`config.mk`:
```
export PLATFORM = sky130hd
export DESIGN_NAME = seg7_bcd_counter
export DESIGN_NICKNAME = d
export VERILOG_FILES = /design/src/rtl/seg7_pkg.sv /design/src/rtl/bcd_digit.sv /design/src/rtl/seg7_bcd_counter.sv
export SDC_FILE = /design/constraint.sdc
export NUM_CORES = 1
export LEC_CHECK = 0
export ABC_AREA = 1
export CORE_MARGIN = 1.5
export CORE_UTILIZATION = 54
export CTS_BUF_LIST = sky130_fd_sc_hd__clkbuf_8 sky130_fd_sc_hd__clkbuf_16
export DETAILED_ROUTE_END_ITERATION = 8
export PLACE_DENSITY = 0.82
export SKIP_LAST_GASP = 1
export SYNTH_ARGS = -nofsm -noshare
export SYNTH_HDL_FRONTEND = slang
export SYNTH_HIERARCHICAL = 1
export SYNTH_SLANG_ARGS = --single-unit
export TNS_END_PERCENT = 20
```
`constraint.sdc`:
```
create_clock -name clk -period 2.7 [get_ports clk]
set_clock_uncertainty 0.05 [all_clocks]
set_input_delay 0.54 -clock clk [delete_from_list [all_inputs] [get_ports clk]]
set_output_delay 0.54 -clock clk [all_outputs]
set_load 0.005 [all_outputs]
```
`src/rtl/seg7_pkg.sv`:
```
// Shared digit type, segment patterns and decode for the 7-segment counter.
// SEG7_BCD_COUNTER_HEX_EN selects hex digits; the default build is BCD.
package seg7_pkg;

    typedef logic [3:0] digit_t;

    localparam logic [6:0] SEG_0     = 7'h3F;
    localparam logic [6:0] SEG_1     = 7'h06;
    localparam logic [6:0] SEG_2     = 7'h5B;
    localparam logic [6:0] SEG_3     = 7'h4F;
    localparam logic [6:0] SEG_4     = 7'h66;
    localparam logic [6:0] SEG_5     = 7'h6D;
    localparam logic [6:0] SEG_6     = 7'h7D;
    localparam logic [6:0] SEG_7     = 7'h07;
    localparam logic [6:0] SEG_8     = 7'h7F;
    localparam logic [6:0] SEG_9     = 7'h6F;
    localparam logic [6:0] SEG_A     = 7'h77;
    localparam logic [6:0] SEG_B     = 7'h7C;
    localparam logic [6:0] SEG_C     = 7'h39;
    localparam logic [6:0] SEG_D     = 7'h5E;
    localparam logic [6:0] SEG_E     = 7'h79;
    localparam logic [6:0] SEG_F     = 7'h71;
    localparam logic [6:0] SEG_BLANK = 7'h00;

`ifdef SEG7_BCD_COUNTER_HEX_EN
    localparam digit_t DIGIT_MAX = 4'd15;
`else
    localparam digit_t DIGIT_MAX = 4'd9;
`endif

    function automatic logic [6:0] seg7_decode(input digit_t d);
        logic [6:0] s;
        case (d)
            4'h0:    s = SEG_0;
            4'h1:    s = SEG_1;
            4'h2:    s = SEG_2;
            4'h3:    s = SEG_3;
            4'h4:    s = SEG_4;
            4'h5:    s = SEG_5;
            4'h6:    s = SEG_6;
            4'h7:    s = SEG_7;
            4'h8:    s = SEG_8;
            4'h9:    s = SEG_9;
`ifdef SEG7_BCD_COUNTER_HEX_EN
            4'hA:    s = SEG_A;
            4'hB:    s = SEG_B;
            4'hC:    s = SEG_C;
            4'hD:    s = SEG_D;
            4'hE:    s = SEG_E;
            4'hF:    s = SEG_F;
`endif
            default: s = SEG_BLANK;
        endcase
        return s;
    endfunction

    function automatic digit_t clamp_digit(input digit_t d);
`ifdef SEG7_BCD_COUNTER_HEX_EN
        return d;
`else
        return (d > DIGIT_MAX) ? DIGIT_MAX : d;
`endif
    endfunction

endpackage

```
`src/rtl/bcd_digit.sv`:
```
// One counter digit with ripple carry/borrow; digit 0 takes cin tied high.
// Wraps between 0 and DIGIT_MAX; loads are clamped in BCD builds.
module bcd_digit
    import seg7_pkg::*;
(
    input  logic       clk,
    input  logic       rst_n,
    input  logic       step,
    input  logic       up_dn,
    input  logic       load,
    input  logic [3:0] load_val,
    input  logic       cin,
    output logic [3:0] q,
    output logic       cout
);

    // Carry/borrow depends only on direction, so wrap detection can
    // feed the reload decision without a combinational loop.
    assign cout = cin & (up_dn ? (q == DIGIT_MAX) : (q == 4'd0));

    always_ff @(posedge clk or negedge rst_n) begin
        if (!rst_n) begin
            q <= 4'd0;
        end else if (load) begin
            q <= clamp_digit(load_val);
        end else if (step && cin) begin
            if (up_dn) begin
                q <= (q == DIGIT_MAX) ? 4'd0 : q + 4'd1;
            end else begin
                q <= (q == 4'd0) ? DIGIT_MAX : q - 4'd1;
            end
        end
    end

endmodule

```
`src/rtl/seg7_bcd_counter.sv`:
```
// Multi-digit up/down counter with prescaler, tc, reload and 7-seg scan.
// Define SEG7_BCD_COUNTER_HEX_EN for hex digits and A-F decode.
module seg7_bcd_counter
    import seg7_pkg::*;
#(
    parameter int DIGITS   = 2,
    parameter int PRESCALE = 1000,
    parameter int MUX_DIV  = 256
) (
    input  logic                  clk,
    input  logic                  rst_n,
    input  logic                  en,
    input  logic                  up_dn,
    input  logic                  load,
    input  logic                  reload,
    input  logic [4*DIGITS-1:0]   load_val,
    output logic [4*DIGITS-1:0]   count,
    output logic                  tc,
    output logic [6:0]            seg,
    output logic                  dp,
    output logic [DIGITS-1:0]     digit_sel
);

    localparam int PW = (PRESCALE > 1) ? $clog2(PRESCALE) : 1;
    localparam int MW = (MUX_DIV > 1) ? $clog2(MUX_DIV) : 1;
    localparam int SW = (DIGITS > 1) ? $clog2(DIGITS) : 1;

    logic [PW-1:0]     pre;
    logic              tick;
    logic              step;
    logic              dig_load;
    logic              wrap;
    logic [DIGITS:0]   carry;
    logic [3:0]        digits [DIGITS];

    logic [MW-1:0]     mux_cnt;
    logic [SW-1:0]     scan_idx;
    logic              mux_last;
    logic [3:0]        sel_digit;
    logic [DIGITS-1:0] sel_onehot;

    assign tick = en && (pre == PW'(PRESCALE - 1));

    always_ff @(posedge clk or negedge rst_n) begin
        if (!rst_n) begin
            pre <= '0;
        end else if (load) begin
            pre <= '0;
        end else if (en) begin
            pre <= tick ? '0 : pre + 1'b1;
        end
    end

    // Load beats tick; a wrap with reload is just a load of load_val.
    assign wrap     = tick & carry[DIGITS];
    assign step     = tick & ~load;
    assign dig_load = load | (wrap & reload);
    assign carry[0] = 1'b1;

    for (genvar i = 0; i < DIGITS; i++) begin : g_dig
        bcd_digit u_digit (
            .clk      (clk),
            .rst_n    (rst_n),
            .step     (step),
            .up_dn    (up_dn),
            .load     (dig_load),
            .load_val (load_val[4*i +: 4]),
            .cin      (carry[i]),
            .q        (digits[i]),
            .cout     (carry[i+1])
        );
        assign count[4*i +: 4] = digits[i];
    end

    always_ff @(posedge clk or negedge rst_n) begin
        if (!rst_n) begin
            tc <= 1'b0;
        end else begin
            tc <= wrap & ~load;
        end
    end

    assign mux_last = (mux_cnt == MW'(MUX_DIV - 1));

    always_ff @(posedge clk or negedge rst_n) begin
        if (!rst_n) begin
            mux_cnt  <= '0;
            scan_idx <= '0;
        end else if (mux_last) begin
            mux_cnt  <= '0;
            scan_idx <= (scan_idx == SW'(DIGITS - 1)) ? '0 : scan_idx + 1'b1;
        end else begin
            mux_cnt  <= mux_cnt + 1'b1;
        end
    end

    always_comb begin
        sel_digit  = 4'd0;
        sel_onehot = '0;
        for (int i = 0; i < DIGITS; i++) begin
            if (scan_idx == SW'(i)) begin
                sel_digit     = digits[i];
                sel_onehot[i] = 1'b1;
            end
        end
    end

    always_ff @(posedge clk or negedge rst_n) begin
        if (!rst_n) begin
            seg       <= SEG_0;
            dp        <= 1'b0;
            digit_sel <= DIGITS'(1);
        end else begin
            seg       <= seg7_decode(sel_digit);
            dp        <= (scan_idx == '0) && !en;
            digit_sel <= sel_onehot;
        end
    end

endmodule

```
==> metrics.txt <==
status complete, no violations; Leak 1.44 nW; Post-Synthesis Cell Area 2320 µm²; routed wire length 4910 µm; CTS tree yes; main combinational cell family by area after synthesis simple AND/OR/NAND/NOR gates; DRC violations left 0; clk slew on worst S/H paths 0.07 ns; later-pin clock latency in the skew report 0.29 ns; warnings from Yosys 6; antenna cell count 0; adder and majority gate portion of the synthesized area 4.31%; Setup CP Type in -> reg; Max VDD drop 0.289 mV; Starting DRT DRC Count 89; Final #Nets 391; I/O pin count 33; Crit path top cell by count nand2_1; Final Critical Period 2.29 ns; critical path, cell by cell clkdlybuf4s50_1, bufinv_8, o21ai_1, a21oi_1, o21ai_1, a21oi_1, nand2_1, o21ai_0, buf_4, inv_1, nand2_1, o21ai_0, inv_1, nand2_1; first-pass GRT wire length 8140 µm; Post-CTS Setup Inserts 0; CP arrival 2.42 ns; max-slew violations 0; DRT antenna net count 0; Congestion Overflow GR 0; Worst-Margin Slew 0.800 ns; CTS Hold Bufs 0; top cells by area, synth dfrtp_1 (33%), nand2_1 (19%), dfstp_2 (7.9%), inv_1 (6.0%), nor2_1 (5.8%); WL/cell 11.7 µm; synthesized netlist cell count 324; Worst Setup Start Kind input port; Hold Violations, Final 0; number of detailed-routing iterations run before antenna repair 5; pwr/cell area 462 nW/µm²; H-tree depth 2; critical path's largest stage delay 0.41 ns; Finished Core Util 69.6%; Post-Synth XOR/XNOR Area 2.26%; final period utilization 84.9%; crit path max fanout 10; Setup Viol. Count Final 0; post-synth top area cell dfrtp_1; initial antenna violation count 0; DR vias/cell 5.14; Vias 2,159; post-synthesis sequential area ratio 41.3%; die width 68.6 µm; FF+latch count, synth 38; Post-DP HPWL 3690 µm; GRT Util Overall 23.1%; Hold Path Class in -> async; Final Wtd Congestion 0.939; unrepaired setup endpoints after global routing no; Compound-Gate Fraction of Synth Area 6.57%; Num CTS Buffers 5; Die ar. 4710 µm²; PortBufs 32; final setup TNS 0 ns; clock tree buffer depth 2; Crit-path slowest cell clkdlybuf4s50_1; CP Data Required Time 2.83 ns; FILL cells 356; Avg Cell Area, Syn 7.17 µm²; post_cts resized 0; CTS Root Cell clkbuf_8; critical path capture point type flop; Synth cell types 25; pin count of the biggest net entering global routing 39; post-synthesis mux area share 0%; site row count 23; layout cell share with drive strength beyond 1 10.8%; initial core utilization 57.3%; simple-gate share of the synthesized area 37.1%; Area Overhead vs Synth 21.6%; Sink Count 38; Max-slew headroom 46.7%; vias in the first global route 1,860; top-area cell type share of the netlist area 33.4%; Peak Freq 436 MHz; Die Span Y 68.6 µm; Max-cap violations 0; CORE AREA 4060 µm²
-- worst paths after layout --
kind                                  startpoint               endpoint  slack, ns  cells after the start
min reg2reg                           mux_cnt[0]             mux_cnt[0]       0.41                      1
max in group asynchronous                  rst_n  g_dig[0].u_digit/q[1]       1.80                      1
max reg2reg                g_dig[0].u_digit/q[1]  g_dig[1].u_digit/q[3]       0.48                     15
min                                        rst_n             mux_cnt[4]       0.28                      1
min in group clk                      mux_cnt[0]             mux_cnt[0]       0.41                      1
max                                        up_dn  g_dig[1].u_digit/q[3]       0.41                     14
-- sequential cells by signal (all words and copies together) (netlist names) --
| name | count |
|---|---|
| mux_cnt | 8 |
| tc | 1 |
| dp | 1 |
| digit_sel | 2 |
| scan_idx | 1 |
| pre | 10 |
| g_dig.u_digit/q | 8 |
| seg | 7 |
-- metrics by stage --
step,setup slack (ns),instances,instance area [µm²],hold WS (ns),total power [mW]
floorplan,0.323,325,2330,0.194,0.814
global placement,0.204,412,2740,0.401,0.939
detailed placement,0.137,412,2740,0.403,0.947
CTS,0.435,420,2830,0.318,1.32
global route,0.198,420,2830,0.348,1.38
finish,0.407,420,2830,0.280,1.31
-- area by class of cell --
class	count	area (µm²)	area share, %
clock inverters	3	13.8	0.487
flip-flops and latches	38	960	34.0
clock buffers	5	68.8	2.44
well taps	50	62.6	2.21
multi-input cells	243	1170	41.6
repair buffers	37	353	12.5
inverters	44	193	6.82
-- synth_stat cells (all sizes together) --
library cell,n
o21ai,20
conb,1
nand2,119
o21bai,2
nor3b,2
nand4,6
xor2,6
inv,42
nor2,39
ha,8
a21oi,6
nand3,28
nand3b,2
bufinv,2
dfrtp,31
nor3,2
or2,1
dfstp,7
-- layout by cell type, fill, tap and decap left out, drive strengths merged, types with 5 or more instances in the layout --
cell           instances
nand3                 28
nand4                  6
clkdlybuf4s50         31
ha                     8
nor2                  39
nand2                119
inv                   43
o21ai                 20
buf                    6
dfrtp                 31
a21oi                  6
xor2                   6
clkbuf                 5
dfstp                  7
-- where the power goes --
part | switching [mW] | internal [mW] | total [mW]
Combinational | 0.148 | 0.132 | 0.280
Sequential | 0.0407 | 0.618 | 0.659
Clock | 0.191 | 0.175 | 0.366
-- cells by family after synthesis --
group | Yosys count
flip-flops | 38
AO/OA/AOI/OAI | 28
XOR/XNOR | 6
other | 1
buffers and inverters | 44
AND/OR/NAND/NOR | 199
adder cells (fa/ha/maj) | 8
-- worst max-delay path: cells and delay by family --
kind            cells  cell delay [ns]
compound gates      6             0.75
simple gates        3             0.20
buf+inv             5             0.92
-- layer usage --
metal | up-vias | GRT usage, % | share of wire (%)
li1 | 1106 | - | -
met1 | 976 | 31.9 | 45
met2 | 72 | 36.9 | 47
met3 | 5 | 3.41 | 7.1
met4 | 0 | 7.75 | 1.3
met5 | - | 0 | 0
Note: power is estimated with default switching activity, not from simulation.
